### config.mk
export PLATFORM = sky130hd
export DESIGN_NAME = bsg_axil_rxs_buffered
export DESIGN_NICKNAME = d
export VERILOG_FILES = /design/src/rtl/bsg_axil_rxs_pkg.sv /design/src/rtl/bsg_axil_rxs_decode.sv /design/src/rtl/bsg_axil_rxs_buffered.sv
export SDC_FILE = /design/constraint.sdc
export NUM_CORES = 1
export LEC_CHECK = 0
export ABC_AREA = 1
export CELL_PAD_IN_SITES_DETAIL_PLACEMENT = 0
export CELL_PAD_IN_SITES_GLOBAL_PLACEMENT = 1
export CORE_MARGIN = 4
export CORE_UTILIZATION = 31
export CTS_BUF_LIST = sky130_fd_sc_hd__clkbuf_4
export CTS_CLUSTER_DIAMETER = 120
export DETAILED_ROUTE_END_ITERATION = 8
export PLACE_DENSITY = 0.82
export SLEW_MARGIN = 10
export SYNTH_ARGS = -nofsm -noshare
export SYNTH_HDL_FRONTEND = slang
export SYNTH_SLANG_ARGS = --single-unit
### constraint.sdc
create_clock -name clk_i -period 1.95 [get_ports clk_i]
set_input_delay 0.39 -clock clk_i [delete_from_list [all_inputs] [get_ports clk_i]]
set_output_delay 0.39 -clock clk_i [all_outputs]
set_load 0.05 [all_outputs]
### src/rtl/bsg_axil_rxs_pkg.sv
// ============================================================================
//  Module   : bsg_axil_rxs_pkg
//  Purpose  : Shared address map, response codes and state encoding for the
//             buffered AXI-Lite rx read slave.
//  Revision : 1.0 - initial release
// ============================================================================
`default_nettype none

package bsg_axil_rxs_pkg;

    // Address map: [slot field | offset field]; each slot owns a 4 KB window.
    localparam int base_addr_width_gp = 12;
    localparam int slot_idx_width_gp  = 4;
    localparam int slot_base_gp       = 1;

    // Offsets inside a FIFO slot window.
    localparam logic [base_addr_width_gp-1:0] ofs_rdr_gp = 12'h000;
    localparam logic [base_addr_width_gp-1:0] ofs_cnt_gp = 12'h004;

    // Width of the per-slot pop counters.
    localparam int cnt_width_gp = 32;

    typedef enum logic [1:0] {
        OKAY   = 2'b00,
        SLVERR = 2'b10,
        DECERR = 2'b11
    } axil_resp_e;

    typedef enum logic [1:0] {
        IDLE   = 2'd0,
        DECODE = 2'd1,
        WAIT   = 2'd2,
        RESP   = 2'd3
    } rd_state_e;

    typedef enum logic [1:0] {
        OFS_RDR = 2'd0,
        OFS_CNT = 2'd1,
        OFS_REG = 2'd2
    } ofs_class_e;

    // Index width that never collapses to zero bits for a single slot.
    function automatic int safe_clog2(input int n);
        return (n > 1) ? $clog2(n) : 1;
    endfunction

endpackage

`default_nettype wire

### src/rtl/bsg_axil_rxs_decode.sv
// ============================================================================
//  Module   : bsg_axil_rxs_decode
//  Purpose  : Combinational classifier for a latched read address: FIFO slot
//             hit, ROM hit or miss, plus the slot index and offset class.
//  Revision : 1.0 - initial release
// ============================================================================
`default_nettype none

module bsg_axil_rxs_decode
    import bsg_axil_rxs_pkg::*;
#(
    parameter int num_fifos_p  = 1,
    parameter int addr_width_p = 32,
    localparam int c_lg_fifos  = safe_clog2(num_fifos_p)
) (
    input  logic [addr_width_p-1:0] i_addr,
    output logic                    o_fifo_hit,
    output logic                    o_rom_hit,
    output logic                    o_miss,
    output logic [c_lg_fifos-1:0]   o_slot,
    output ofs_class_e              o_ofs_class
);

    localparam int c_used_bits = base_addr_width_gp + slot_idx_width_gp;

    logic [slot_idx_width_gp-1:0]  w_field;
    logic [31:0]                   w_field32;
    logic [31:0]                   w_rel;
    logic [base_addr_width_gp-1:0] w_ofs;

    assign w_field   = i_addr[base_addr_width_gp +: slot_idx_width_gp];
    assign w_field32 = 32'(w_field);
    assign w_rel     = w_field32 - 32'(slot_base_gp);
    assign w_ofs     = i_addr[0 +: base_addr_width_gp];

    // Relative slot must be in [0, num_fifos_p); the guard on the low side
    // keeps the unsigned subtraction from wrapping into a false hit.
    assign o_fifo_hit = (w_field32 >= 32'(slot_base_gp)) && (w_rel < 32'(num_fifos_p));
    assign o_rom_hit  = (w_field32 == 32'(slot_base_gp + num_fifos_p));
    assign o_miss     = !o_fifo_hit && !o_rom_hit;

    // Offset classification within a FIFO slot window.
    always_comb begin
        o_ofs_class = OFS_REG;
        if (w_ofs == ofs_rdr_gp) begin
            o_ofs_class = OFS_RDR;
        end else if (w_ofs == ofs_cnt_gp) begin
            o_ofs_class = OFS_CNT;
        end
    end

    generate
        if (num_fifos_p > 1) begin : g_multi
            logic [num_fifos_p-1:0] w_hot;

            // One-hot slot select, qualified by a FIFO hit.
            always_comb begin
                for (int i = 0; i < num_fifos_p; i++) begin
                    w_hot[i] = o_fifo_hit && (w_rel == 32'(i));
                end
            end

            // One-hot to binary encode of the selected slot.
            always_comb begin
                o_slot = '0;
                for (int j = 0; j < num_fifos_p; j++) begin
                    if (w_hot[j]) begin
                        o_slot = o_slot | c_lg_fifos'(j);
                    end
                end
            end
        end else begin : g_single
            assign o_slot = '0;
        end

        if (addr_width_p > c_used_bits) begin : g_upper
            // Bits above the slot field do not take part in decode.
            logic w_unused_upper;
            assign w_unused_upper = ^i_addr[addr_width_p-1:c_used_bits];
        end
    endgenerate

endmodule

`default_nettype wire

### src/rtl/bsg_axil_rxs_buffered.sv
// ============================================================================
//  Module   : bsg_axil_rxs_buffered
//  Purpose  : AXI-Lite read slave serving rx FIFO pops, per-slot pop counters,
//             per-slot status words and a monitor/ROM word, with the FIFO pop
//             decoupled from the R handshake by a registered response buffer.
//  Options  : BSG_AXIL_RXS_READ_TIMEOUT_EN - empty-FIFO RDR reads wait up to
//             timeout_p cycles for data instead of failing immediately.
//  Revision : 1.0 - initial release
// ============================================================================
`default_nettype none

module bsg_axil_rxs_buffered
    import bsg_axil_rxs_pkg::*;
#(
    parameter int num_fifos_p  = 1,
    parameter int data_width_p = 32,
    parameter int addr_width_p = 32,
    parameter int timeout_p    = 256
) (
    input  logic                                   clk_i,
    input  logic                                   reset_i,
    input  logic [addr_width_p-1:0]                araddr_i,
    input  logic                                   arvalid_i,
    output logic                                   arready_o,
    output logic [data_width_p-1:0]                rdata_o,
    output logic [1:0]                             rresp_o,
    output logic                                   rvalid_o,
    input  logic                                   rready_i,
    input  logic [num_fifos_p-1:0][data_width_p-1:0] rxs_i,
    input  logic [num_fifos_p-1:0]                 rxs_v_i,
    output logic [num_fifos_p-1:0]                 rxs_yumi_o,
    output logic [addr_width_p-1:0]                rd_addr_o,
    input  logic [num_fifos_p-1:0][data_width_p-1:0] regs_i,
    input  logic [data_width_p-1:0]                mcl_data_i
);

    localparam int c_lg_fifos = safe_clog2(num_fifos_p);

    rd_state_e                               r_state;
    rd_state_e                               w_state_next;
    logic [addr_width_p-1:0]                 r_rd_addr;
    logic [data_width_p-1:0]                 r_rdata;
    logic [data_width_p-1:0]                 w_rdata_next;
    axil_resp_e                              r_rresp;
    axil_resp_e                              w_rresp_next;
    logic [num_fifos_p-1:0][cnt_width_gp-1:0] r_cnt;

    logic                    w_pop;
    logic                    w_pop_issue;
    logic                    w_fifo_hit;
    logic                    w_rom_hit;
    logic                    w_miss;
    logic [c_lg_fifos-1:0]   w_slot;
    ofs_class_e              w_ofs_class;
    logic                    w_head_v;
    logic [data_width_p-1:0] w_head;
    logic [data_width_p-1:0] w_cnt_word;

    bsg_axil_rxs_decode #(
        .num_fifos_p  (num_fifos_p),
        .addr_width_p (addr_width_p)
    ) u_decode (
        .i_addr      (r_rd_addr),
        .o_fifo_hit  (w_fifo_hit),
        .o_rom_hit   (w_rom_hit),
        .o_miss      (w_miss),
        .o_slot      (w_slot),
        .o_ofs_class (w_ofs_class)
    );

    assign w_head_v = rxs_v_i[w_slot];
    assign w_head   = rxs_i[w_slot];

    // Zero-extend the selected pop counter to the bus width.
    always_comb begin
        w_cnt_word                   = '0;
        w_cnt_word[cnt_width_gp-1:0] = r_cnt[w_slot];
    end

`ifdef BSG_AXIL_RXS_READ_TIMEOUT_EN
    localparam int c_tw = $clog2(timeout_p) + 1;

    logic [c_tw-1:0] r_wait_cnt;
    logic            w_timeout;

    assign w_timeout = (r_wait_cnt == c_tw'(timeout_p - 1));

    // Wait-cycle counter: cleared on the way into WAIT, counts while waiting.
    always_ff @(posedge clk_i) begin
        if (reset_i) begin
            r_wait_cnt <= '0;
        end else if (r_state == DECODE) begin
            r_wait_cnt <= '0;
        end else if (r_state == WAIT) begin
            r_wait_cnt <= r_wait_cnt + c_tw'(1);
        end
    end
`else
    logic w_unused_timeout;
    assign w_unused_timeout = (timeout_p > 0);
`endif

    // Next-state, response buffer load and pop request.
    always_comb begin
        w_state_next = r_state;
        w_rdata_next = r_rdata;
        w_rresp_next = r_rresp;
        w_pop        = 1'b0;
        case (r_state)
            IDLE: begin
                if (arvalid_i) begin
                    w_state_next = DECODE;
                end
            end
            DECODE: begin
                w_state_next = RESP;
                w_rresp_next = OKAY;
                if (w_miss) begin
                    w_rdata_next = '0;
                    w_rresp_next = DECERR;
                end else if (w_rom_hit) begin
                    w_rdata_next = mcl_data_i;
                end else begin
                    case (w_ofs_class)
                        OFS_CNT: w_rdata_next = w_cnt_word;
                        OFS_RDR: begin
                            if (w_head_v) begin
                                w_rdata_next = w_head;
                                w_pop        = 1'b1;
                            end else begin
`ifdef BSG_AXIL_RXS_READ_TIMEOUT_EN
                                w_state_next = WAIT;
`else
                                w_rdata_next = '0;
                                w_rresp_next = SLVERR;
`endif
                            end
                        end
                        default: w_rdata_next = regs_i[w_slot];
                    endcase
                end
            end
`ifdef BSG_AXIL_RXS_READ_TIMEOUT_EN
            WAIT: begin
                if (w_head_v) begin
                    w_rdata_next = w_head;
                    w_rresp_next = OKAY;
                    w_pop        = 1'b1;
                    w_state_next = RESP;
                end else if (w_timeout) begin
                    w_rdata_next = '0;
                    w_rresp_next = SLVERR;
                    w_state_next = RESP;
                end
            end
`endif
            RESP: begin
                if (rready_i) begin
                    w_state_next = IDLE;
                end
            end
            default: w_state_next = IDLE;
        endcase
    end

    // A pop is never issued in a reset cycle.
    assign w_pop_issue = w_pop && !reset_i;

    // Pop strobe toward the selected FIFO only.
    always_comb begin
        for (int i = 0; i < num_fifos_p; i++) begin
            rxs_yumi_o[i] = w_pop_issue && (w_slot == c_lg_fifos'(i));
        end
    end

    assign arready_o = (r_state == IDLE);
    assign rvalid_o  = (r_state == RESP);
    assign rdata_o   = r_rdata;
    assign rresp_o   = r_rresp;
    assign rd_addr_o = w_pop_issue ? '0 : r_rd_addr;

    // State, latched address and registered response buffer.
    always_ff @(posedge clk_i) begin
        if (reset_i) begin
            r_state   <= IDLE;
            r_rd_addr <= '0;
            r_rdata   <= '0;
            r_rresp   <= OKAY;
        end else begin
            r_state <= w_state_next;
            r_rdata <= w_rdata_next;
            r_rresp <= w_rresp_next;
            if ((r_state == IDLE) && arvalid_i) begin
                r_rd_addr <= araddr_i;
            end
        end
    end

    // Per-slot pop counters, wrapping naturally at 2^32.
    always_ff @(posedge clk_i) begin
        if (reset_i) begin
            r_cnt <= '0;
        end else if (w_pop) begin
            r_cnt[w_slot] <= r_cnt[w_slot] + cnt_width_gp'(1);
        end
    end

endmodule

`default_nettype wire

# Word level (Yosys, flattened, before mapping)
# Index checks and enable logic that the tools add are counted.
[word_totals]
register_bits = 100
inputBits = 133
out_inout_bits = 69
[op_classes]
add_sub_neg = 2
muxes = 19
n_eq_ne = 7
order_cmp = 2
n_reduce_logical = 11
[op_table]
columns = ["operator", "count"]
rows = [
  ["$mux W32", 4],
  ["$pmux W32 S2", 1],
  ["$add A32 B1 Y32 const B", 1],
  ["$lt A32 B1 Y1 const B", 1],
  ["$mux W2", 8],
  ["$eq A12 B3 Y1 const B", 1],
  ["$logic_not A12 Y1", 1],
  ["$pmux W2 S3", 1],
  ["$mux W1", 5],
  ["$sub A4 B1 Y5 const B", 1],
  ["$eq A2 B1 Y1 const B", 2],
  ["$eq A4 B2 Y1 const B", 1],
  ["$ge A4 B1 Y1 const B", 1],
  ["$logic_and A1 B1 Y1", 4],
  ["$logic_not A2 Y1", 2],
  ["$logic_not A1 Y1", 3],
  ["$eq A2 B2 Y1 const B", 1],
  ["$ne A2 B1 Y1 const B", 1],
  ["$ne A2 B2 Y1 const B", 1],
  ["$reduce_and A2 Y1", 1],
]

# Longest topological paths before layout
# Gate-level depths: netlist of run 1.
[depth]
word_depth = 10
depth_mapped = 11
ltp_nobuf = 10

# Modules after synthesis
# A second synthesis of run 1 with hierarchy kept.
[unflattened]
hier_cells = 849
area_unflattened_um2 = 5321.4
[by_module_without_submodules]
columns = ["mod", "instances", "cells_per_inst", "area_per_inst_um2"]
rows = [
  ["bsg_axil_rxs_buffered", 1, 819, 5177.5],
  ["bsg_axil_rxs_decode", 1, 30, 143.9],
]

# Worst setup path before layout of run 1
# Ideal clock, no wire load.
[synth_path]
kind = "register -> output"
startpoint = "reg r_state[1]"
endpoint = "out rd_addr_o[22]"
setup_slack_ns = -0.253
required_ns = 1.560
path_buffers = 1
t_arrival_ns = 1.813
stages_incl_launch_ff = 10
path_cell_list = "dfxtp_1 inv_1 nand2_1 inv_1 nand2_1 nor2_4 inv_2 nor2_8 buf_6 nor2_1"
[synth_via]
elab_chain_cells = 4
[synth_lines]
columns = ["item", "line", "text"]
rows = [
  ["start: declaration", "bsg_axil_rxs_buffered.sv:39", "rd_state_e r_state;"],
  ["start signal: assignment", "bsg_axil_rxs_buffered.sv:190", "r_state <= w_state_next;"],
  ["$eq A2 B1 Y1", "bsg_axil_rxs_buffered.sv:109", "case (r_state)"],
  ["$mux W1", "bsg_axil_rxs_buffered.sv:109", ""],
  ["$logic_and A1 B1 Y1", "bsg_axil_rxs_buffered.sv:167", "assign w_pop_issue = w_pop && !reset_i;"],
  ["net rxs_yumi_o", "bsg_axil_rxs_buffered.sv:31", "output logic [num_fifos_p-1:0] rxs_yumi_o,"],
  ["$mux W32", "bsg_axil_rxs_buffered.sv:180", "assign rd_addr_o = w_pop_issue ? '0 : r_rd_addr;"],
  ["end: declaration", "bsg_axil_rxs_buffered.sv:32", "output logic [addr_width_p-1:0] rd_addr_o,"],
]
# The timed path passes the listed nets, and every way through them passes these cells.

# Worst setup path after layout of run 1
[layout_path]
startpoint = "reg r_rd_addr[2]"
endpoint = "out rd_addr_o[18]"
[layout_via]
elab_chain_cells = 10
word_cells_on_any_way = 11
classes_between = "1 x eq/ne; 7 x mux; 3 x reduce/logical"
[layout_lines]
columns = ["item", "line", "text"]
rows = [
  ["start: declaration", "bsg_axil_rxs_buffered.sv:41", "logic [addr_width_p-1:0] r_rd_addr;"],
  ["start signal: assignment", "bsg_axil_rxs_buffered.sv:194", "r_rd_addr <= araddr_i;"],
  ["$eq A12 B3 Y1", "bsg_axil_rxs_decode.sv:47", "end else if (w_ofs == ofs_cnt_gp) begin"],
  ["$mux W2", "bsg_axil_rxs_decode.sv:47", ""],
  ["$mux W2 *", "bsg_axil_rxs_decode.sv:45", "if (w_ofs == ofs_rdr_gp) begin"],
  ["$logic_not A2 Y1 *", "bsg_axil_rxs_buffered.sv:124", "case (w_ofs_class)"],
  ["$mux W1 *", "bsg_axil_rxs_buffered.sv:124", ""],
  ["$mux W1 *", "bsg_axil_rxs_buffered.sv:121", "end else if (w_rom_hit) begin"],
  ["$mux W1 *", "bsg_axil_rxs_buffered.sv:118", "if (w_miss) begin"],
  ["$mux W1 *", "bsg_axil_rxs_buffered.sv:109", ""],
  ["$logic_and A1 B1 Y1 *", "bsg_axil_rxs_buffered.sv:167", ""],
  ["$mux W32 *", "bsg_axil_rxs_buffered.sv:180", ""],
]
# Mark *: on every way between the ends. The rest lies on a longest branch, timed or not.

==> results of run 1 <==
==> cells in the mapped netlist (all sizes together) <==
cell,instances
o21ai,42
or2,1
inv,80
xnor2,3
and3,1
nand4,34
nand3,98
a21oi,83
dfxtp,100
nand2,259
buf,28
clkbuf,45
nor2,180
nor3,4
a31o,1
nand3b,11
xor2,4
ha,1
==> per-stage QoR <==
stage               cells  total power, µW  worst slack [ns]
CTS                  1389             5190            -0.479
finish               1394             5150            -0.424
global placement     1370             3950            -0.127
floorplan             975             3280           -0.0795
detailed placement   1370             3960            -0.144
global route         1394             5430            -0.546
==> registers in the layout (all words and copies together) (netlist names) <==
signal	cells
r_cnt	32
r_rd_addr	32
rdata_o	32
r_state	2
rresp_o	2
==> logic make-up (layout without fill, tap and decap cells) <==
logic type,after synthesis,after routing,synth area share
other,0,1,0
adders and majority gates,1,1,0.00214
DFF,100,100,0.343
AOI/OAI and AO/OA,126,126,0.109
buffers and inverters,153,342,0.105
xor gates and xnor gates,7,7,0.0105
and+or+nand+nor,588,588,0.431
==> cell type report <==
class / instances / area, µm²
Sequential cell: 100 / 2010
Multi-Input combinational cell: 722 / 3290
Fill cell: 1976 / 9890
Tap cell: 229 / 287
Inverter: 80 / 300
Antenna cell: 1 / 2.50
Timing Repair Buffer: 246 / 2350
Clock inverter: 7 / 80.1
Clock buffer: 9 / 67.6
==> worst max-delay path, stage by stage, from the launching register on <==
cell     delay [ns]
dfxtp_2        0.36
or2_4          0.25
nor2_4         0.13
nand3_4        0.10
nor2_4         0.10
inv_2          0.07
nor2_8         0.12
buf_12         0.14
nor2_1         0.05
buf_6          0.15
==> repair_timing <==
item	CTS	global route
buffers inserted	3	4
resized for setup	46	6
pin swaps	0	1
endpoints found under the setup margin	42	51
==> layer usage <==
| metal | global-route usage | routed length, µm |
|---|---|---|
| met4 | 0.0399 | 267 |
| met2 | 0.337 | 10000 |
| met1 | 0.231 | 9090 |
| met3 | 0.0605 | 1500 |
| met5 | 0 | 0 |
==> power by group through the flow <==
stage                     registers (µW)  clock network (µW)  logic [µW]
after floorplan                     2330                   0         950
after global placement              2240                   0        1720
after detailed placement            2240                   0        1720
after CTS                           2200                1230        1760
after global routing                2210                1300        1910
final                               2200                1180        1760
==> path summary, 6_finish.rpt <==
check / to / slack (ns) / cells after the start
worst max-delay path: rd_addr_o[18] / -0.42 / 9
worst min-delay path: r_cnt[11] / 0.41 / 3
worst max register to register: r_cnt[24] / 0.08 / 8
worst min register to register: r_rd_addr[20] / 0.47 / 2
==> flow_summary.ini, run 1 <==
[floorplan]
io_pins = 202
die_area_um2 = 21100
row_count = 49
die_h_um = 145
core-area_um2 = 18300
start_util = 0.320
die_w_um = 145

[synth]
synth_nets = 1109
synthCells = 975
netlist_area_um2 = 5840
synth_area_leaders = dfxtp_1 (34%), nand2_1 (17%), nor2_1 (11%), nand3_1 (8.3%), a21oi_1 (7.1%)
synth_top_area_frac = 0.343
ys_types = 27
ys_ff_latch = 100
syn-mean-instance-area_um2 = 5.99
ys_seq_area_frac = 0.343
yosysWarnings = 0
synth_top_area_cell = dfxtp_1

[cells_and_area]
fin_area_um2 = 8380
synthToLayoutAreaGrowth_pct = 43.5
final_common_cell = nand2_1
mostFrequentLayoutCells = nand2_1 (258), nor2_1 (165), clkdlybuf4s50_1 (131)
post-route-util = 0.459
final_net_count = 1293
drive_gt1_frac = 0.116

[timing]
drv_slew = 0
tightestPinTransition_ns = 0.524
clock.fmax_mhz = 421
setup_slack_ns = -0.424
setup_tns_ns = -7.40
hold_ws_ns = 0.408
setup_viol = 18
slew_headroom = 0.652
rsz0062_at_grt = yes
skew_ns = 0.0255
fin_crit_ns = 2.37
hold_viol_final = 0
finalCritPeriodShare = 1.22

[run]
drv_cap = 0

[placed_design]
dp_hpwl_mm = 15.3
placed_cell_area_um2 = 8110
gp_routability_congestion = 0.836
place.port_buffers = 201

[grt]
grt_pass1_vias = 6489
antenna_found_initial = 1
grt_overflow = 0
grt_pass1_wl_mm = 33.6
grt_max_degree = 65
track_usage = 0.192

[power]
p_sw_uw = 2020
pwr-share-clk = 0.230
seq_power_share = 0.428
power_frac_comb = 0.343
p_per_area_nw_per_um2 = 614
total_leakage_power_uw = 0.00360
p_int_uw = 3130
vdd_drop_max_uv = 465
swShare = 0.392

[route]
drt_pass1_iterations = 4
vias = 6742
drtIter0Drc = 323
routed_via_density = 4.84
drc = 0
drt_wl_total_mm = 20.9
ant_nets = 0
wire_per_inst_um = 15.0

[cts]
clk_pin_slew_worst_paths_ns = 0.20
cts-buffers-inserted = 9
cts_tree = built
insertion_delay_ns = 0.50
clockBufferDepth = 2
htree_levels = 3
clockRootBuffer = clkbuf_4
clock_sinks = 100
cts_hold_buf = 0

[outcome]
status = finished, violations left
violations = negative setup slack

[hold_path]
min-delay-start = reset_i
hp-class = input port to register

[critical_path]
arrival_ns = 1.98
end_kind = output port
crit_start = r_rd_addr[2]
reg2reg_from = r_rd_addr[2]
worst-path-max-fanout = 10
required_ns = 1.56
crit_type = register to output port
cp-start-kind = register
Note: power is estimated with default switching activity, not from simulation.
==> run 2: changes to the inputs <==
==> constraint.sdc (replaced) <==
create_clock -name clk_i -period 1.95 [get_ports clk_i]
set_input_delay 0.4875 -clock clk_i [delete_from_list [all_inputs] [get_ports clk_i]]
set_output_delay 0.4875 -clock clk_i [all_outputs]
set_load 0.05 [all_outputs]
==> run 2 against run 1 <==
  * The run still ends with negative setup slack left
  * Critical path type unchanged
  * Total power up 0.60%
  * Final cell count up 0.14%
  * Routed wire length up 0.60%
  * Critical path depth unchanged
  * Clock skew up 0.0033 ns
  * Combinational power up 4%
  * Sequential share of layout area down 0.29 points
  * Non-clock buffer count up 3
  * Clock power about the same
  * Worst setup slack worse by 0.14 ns
  * Count of clock-buffer cells in the layout unchanged
==> flow_summary.ini, run 2 (synthesis gave the netlist of run 1 again) <==
[grt]
grt_overflow = 0
grt_pass1_vias = 6615
track_usage = 0.192
grt_max_degree = 63
grt_pass1_wl_mm = 33.8
antenna_found_initial = 0

[cells_and_area]
antennaDiodeCount = 0
final_common_cell = nand2_1
final_cells = 1396
post-route-util = 0.465
synthToLayoutAreaGrowth_pct = 45.4
fin_area_um2 = 8490
final_net_count = 1296
drive_gt1_frac = 0.149
mostFrequentLayoutCells = nand2_1 (257), nor2_1 (156), clkdlybuf4s50_1 (131)

[route]
vias = 6798
ant_nets = 0
routed_via_density = 4.87
drtIter0Drc = 291
wire_per_inst_um = 15.1
drt_wl_total_mm = 21.0
drt_pass1_iterations = 5
drc = 0

[floorplan]
io_pins = 202
die_area_um2 = 21100
start_util = 0.320
core-area_um2 = 18300
die_w_um = 145
row_count = 49
die_h_um = 145

[timing]
tightestPinTransition_ns = 0.671
setup_slack_ns = -0.569
clock.fmax_mhz = 397
slew_headroom = 0.552
hold_ws_ns = 0.474
hold_viol_final = 0
finalCritPeriodShare = 1.29
skew_ns = 0.0289
setup_viol = 18
rsz0062_at_grt = yes
drv_slew = 0
fin_crit_ns = 2.52

[critical_path]
end_kind = output port
worst-path-max-fanout = 5
required_ns = 1.46
slowest_delay_ns = 0.36
arrival_ns = 2.03
worstPathCellList = or2_4, nor2_4, nand3_4, nor2_4, inv_4, nor2_8, clkbuf_16, nor2_2, buf_6
cp_slowest_cell = dfxtp_2
cp-start-kind = register
crit_type = register to output port
crit_path_frequent_cell = nor2_4

[placed_design]
dp_hpwl_mm = 15.6
placed_cell_area_um2 = 8120
place.port_buffers = 201
dp_slack_ns = -0.390
dp_cells = 1373
gp_routability_congestion = 0.866

[cts]
insertion_delay_ns = 0.51
clockRootBuffer = clkbuf_4
cts_tree = built
clock_sinks = 100
clk_pin_slew_worst_paths_ns = 0.19
clockBufferDepth = 2
cts-buffers-inserted = 9
htree_levels = 3

[power]
total_leakage_power_uw = 0.00358
p_per_area_nw_per_um2 = 610
vdd_drop_max_uv = 390

[outcome]
violations = negative setup slack
status = finished, violations left

[run]
drv_cap = 0

[hold_path]
hp-class = register to register
[run 2: layout make-up]
type | instances | area, µm²
multi-input combinational | 722 | 3350
sequential | 100 | 2010
inverter | 80 | 303
fill | 1906 | 9780
timing repair buffer | 249 | 2390
clock inverter | 7 | 78.8
tap | 229 | 287
clock buffer | 9 | 67.6
[run 2: power breakdown]
part	switching (µW)	leakage [µW]	internal (µW)	total, µW
logic	1110	0.00269	721	1830
clock network	857	0.0000721	304	1160
registers	45.3	0.000816	2150	2190
total	2010	0.00358	3170	5180
[run 2: repair_timing]
item,CTS,global route
gates cloned,1,0
pin swaps,7,2
setup buffers,5,1
endpoints found under the setup margin,22,72
endpoints found under the hold margin,0,0
resized for setup,20,28
hold buffers,0,0
[run 2: worst max-delay path, delay by kind of cell, from the launching register on]
kind / cells / cell delay (ns)
DFF: 1 / 0.36
and+or+nand+nor: 6 / 0.78
buffers and inverters: 3 / 0.38
[run 2: path summary, 6_finish.rpt]
kind / from / end / slack [ns] / depth (start not counted)
worst max-delay path: r_rd_addr[2] / rd_addr_o[31] / -0.57 / 9
worst min-delay path: r_rd_addr[17] / r_rd_addr[17] / 0.47 / 2
worst max register to register: r_rd_addr[2] / r_cnt[11] / 0.01 / 8
worst min register to register: r_rd_addr[17] / r_rd_addr[17] / 0.47 / 2
[run 2: per-stage QoR]
| step | setup TNS [ns] | total power, µW |
|---|---|---|
| after detailed placement | -10.39 | 3990 |
| after floorplan | -2.25 | 3290 |
| after global routing | -16.98 | 5460 |
| final | -9.90 | 5180 |
| after global placement | -9.76 | 3990 |
| after CTS | -11.07 | 5210 |
[run 2: layer usage]
| metal | vias to the layer above | track usage | wire, µm |
|---|---|---|---|
| met3 | 28 | 0.0608 | 1620 |
| li1 | 3487 | - | - |
| met5 | - | 0 | 0 |
| met4 | 0 | 0.0503 | 383 |
| met2 | 213 | 0.333 | 10100 |
| met1 | 3070 | 0.231 | 8920 |
==> run 3: changes to the inputs <==
clock period = 2.6 ns   (was 1.95 ns; I/O delays follow)
==> run 3 against run 2 <==
  * Combinational power shrank 28%
  * Largest cell class unchanged
  * The flow still finishes with violations (negative setup slack)
  * Routed wire length grew 0.11%
  * Sequential power shrank 25%
  * Highest routed layer unchanged
  * Global-route usage decreased by 0.12 points
==> flow_summary.ini, run 3 (synthesis gave the netlist of run 1 again) <==
[outcome]
status = finished, violations left
violations = negative setup slack

[cts]
htree_levels = 3
cts-buffers-inserted = 9
clk_pin_slew_worst_paths_ns = 0.17
insertion_delay_ns = 0.49
cts_hold_buf = 0
clockBufferDepth = 2
clockRootBuffer = clkbuf_4
clock_sinks = 100
cts_tree = built

[grt]
grt_overflow = 0
grt_max_degree = 68
track_usage = 0.191
grt_pass1_wl_mm = 33.6
antenna_found_initial = 1
grt_pass1_vias = 6395

[cells_and_area]
synthToLayoutAreaGrowth_pct = 42.5
final_common_cell = nand2_1
drive_gt1_frac = 0.0800
final_net_count = 1279
fillers = 1947
mostFrequentLayoutCells = nand2_1 (258), clkdlybuf4s50_1 (180), nor2_1 (170)
final_cells = 1380

[floorplan]
io_pins = 202
core-area_um2 = 18300
start_util = 0.320
die_area_um2 = 21100
row_count = 49
die_w_um = 145
die_h_um = 145

[critical_path]
cp_slowest_cell = dfxtp_2
critical_path.top_delay_family = simple AND/OR/NAND/NOR gates
crit_path_frequent_cell = nor2_4
worstPathCellList = or2_4, nor2_4, nand3_4, nor2_4, inv_4, nor2_4, buf_12, nor2_1, buf_6
crit_buf_inv = 3
cp-start-kind = register
end_kind = output port
slowest_delay_ns = 0.35
worst-path-max-fanout = 9
arrival_ns = 1.96
crit_type = register to output port
required_ns = 1.95

[timing]
slew_headroom = 0.560
setup_slack_ns = -0.00538
tightestPinTransition_ns = 0.660
drv_slew = 0
clock.fmax_mhz = 384
rsz0062_at_grt = yes
hold_viol_final = 0
skew_ns = 0.0188
finalCritPeriodShare = 1.00
fin_crit_ns = 2.61
setup_viol = 4

[hold_path]
hp-class = register to register

[power]
p_per_area_nw_per_um2 = 464
vdd_drop_max_uv = 304
total_leakage_power_uw = 0.00337

[route]
drt_wl_total_mm = 21.1
vias = 6679
wire_per_inst_um = 15.3
ant_nets = 0
drtIter0Drc = 402
drc = 0
routed_via_density = 4.84
drt_pass1_iterations = 5

[run]
drv_cap = 0

[placed_design]
gp_routability_congestion = 0.843
dp_slack_ns = -0.149
place.port_buffers = 201
dp_hpwl_mm = 15.0
dp_cells = 1352
## run 3: cell count changes in the layout (fill, tap and decap cells not counted), sizes merged
| cell | before | now |
|---|---|---|
| nor2 | 180 | 182 |
| clkdlybuf4s50 | 131 | 180 |
| diode | 0 | 1 |
| clkbuf | 11 | 9 |
| clkinvlp | 2 | 1 |
| bufinv | 0 | 1 |
| dlygate4sd2 | 0 | 1 |
| dlymetal6s2s | 0 | 1 |
| buf | 116 | 48 |
## run 3: layout make-up
class	instances	area, µm²	area share
clock buffers	9	67.6	0.00812
repair buffers	230	2280	0.274
clock inverters	7	72.6	0.00872
diodes	1	2.50	0.000301
multi-input cells	724	3290	0.396
inverters	80	303	0.0364
flip-flops and latches	100	2010	0.242
well taps	229	287	0.0344
## run 3: repair_timing
action	CTS	global route
endpoints found under the setup margin	18	19
gates cloned	2	0
gates resized for setup	32	6
buffers inserted	5	4
pin swaps	5	4
## run 3: path summary, 6_finish.rpt
kind,startpoint,endpoint,slack [ns],cells past startpoint
min reg2reg,r_rd_addr[30],r_rd_addr[30],0.46,2
max,r_rd_addr[2],rd_addr_o[19],-0.005,9
min,r_rd_addr[30],r_rd_addr[30],0.46,2
max reg2reg,r_rd_addr[6],rdata_o[19],0.45,10
## run 3: metrics by stage
step | utilization | power, µW | TNS (ns) | cell area [µm²] | hold slack (ns)
final | 0.455 | 3860 | -0.0119 | 8320 | 0.462
after global routing | 0.455 | 4060 | -1.16 | 8320 | 0.496
after CTS | 0.453 | 3890 | -0.498 | 8270 | 0.467
after detailed placement | 0.436 | 2940 | -2.44 | 7960 | 0.443
after global placement | 0.436 | 2930 | -2.39 | 7960 | 0.442
after floorplan | - | 2450 | -0.228 | 5840 | 0.430
## run 3: tightest hold or removal path: stages, from the launching register on
cell and delay [ns]:
dfxtp_1 0.33, inv_1 0.06, a21oi_1 0.05
## run 3: routing by layer
| metal | wire [µm] | GRT usage |
|---|---|---|
| met1 | 9220 | 0.238 |
| met5 | 0 | 0 |
| met4 | 397 | 0.0617 |
| met2 | 9960 | 0.324 |
| met3 | 1480 | 0.0502 |
## run 3: power by group
| part | switching, µW | internal [µW] | total (µW) |
|---|---|---|---|
| logic | 811 | 500 | 1310 |
| registers | 40.8 | 1610 | 1650 |
| clock network | 595 | 299 | 894 |
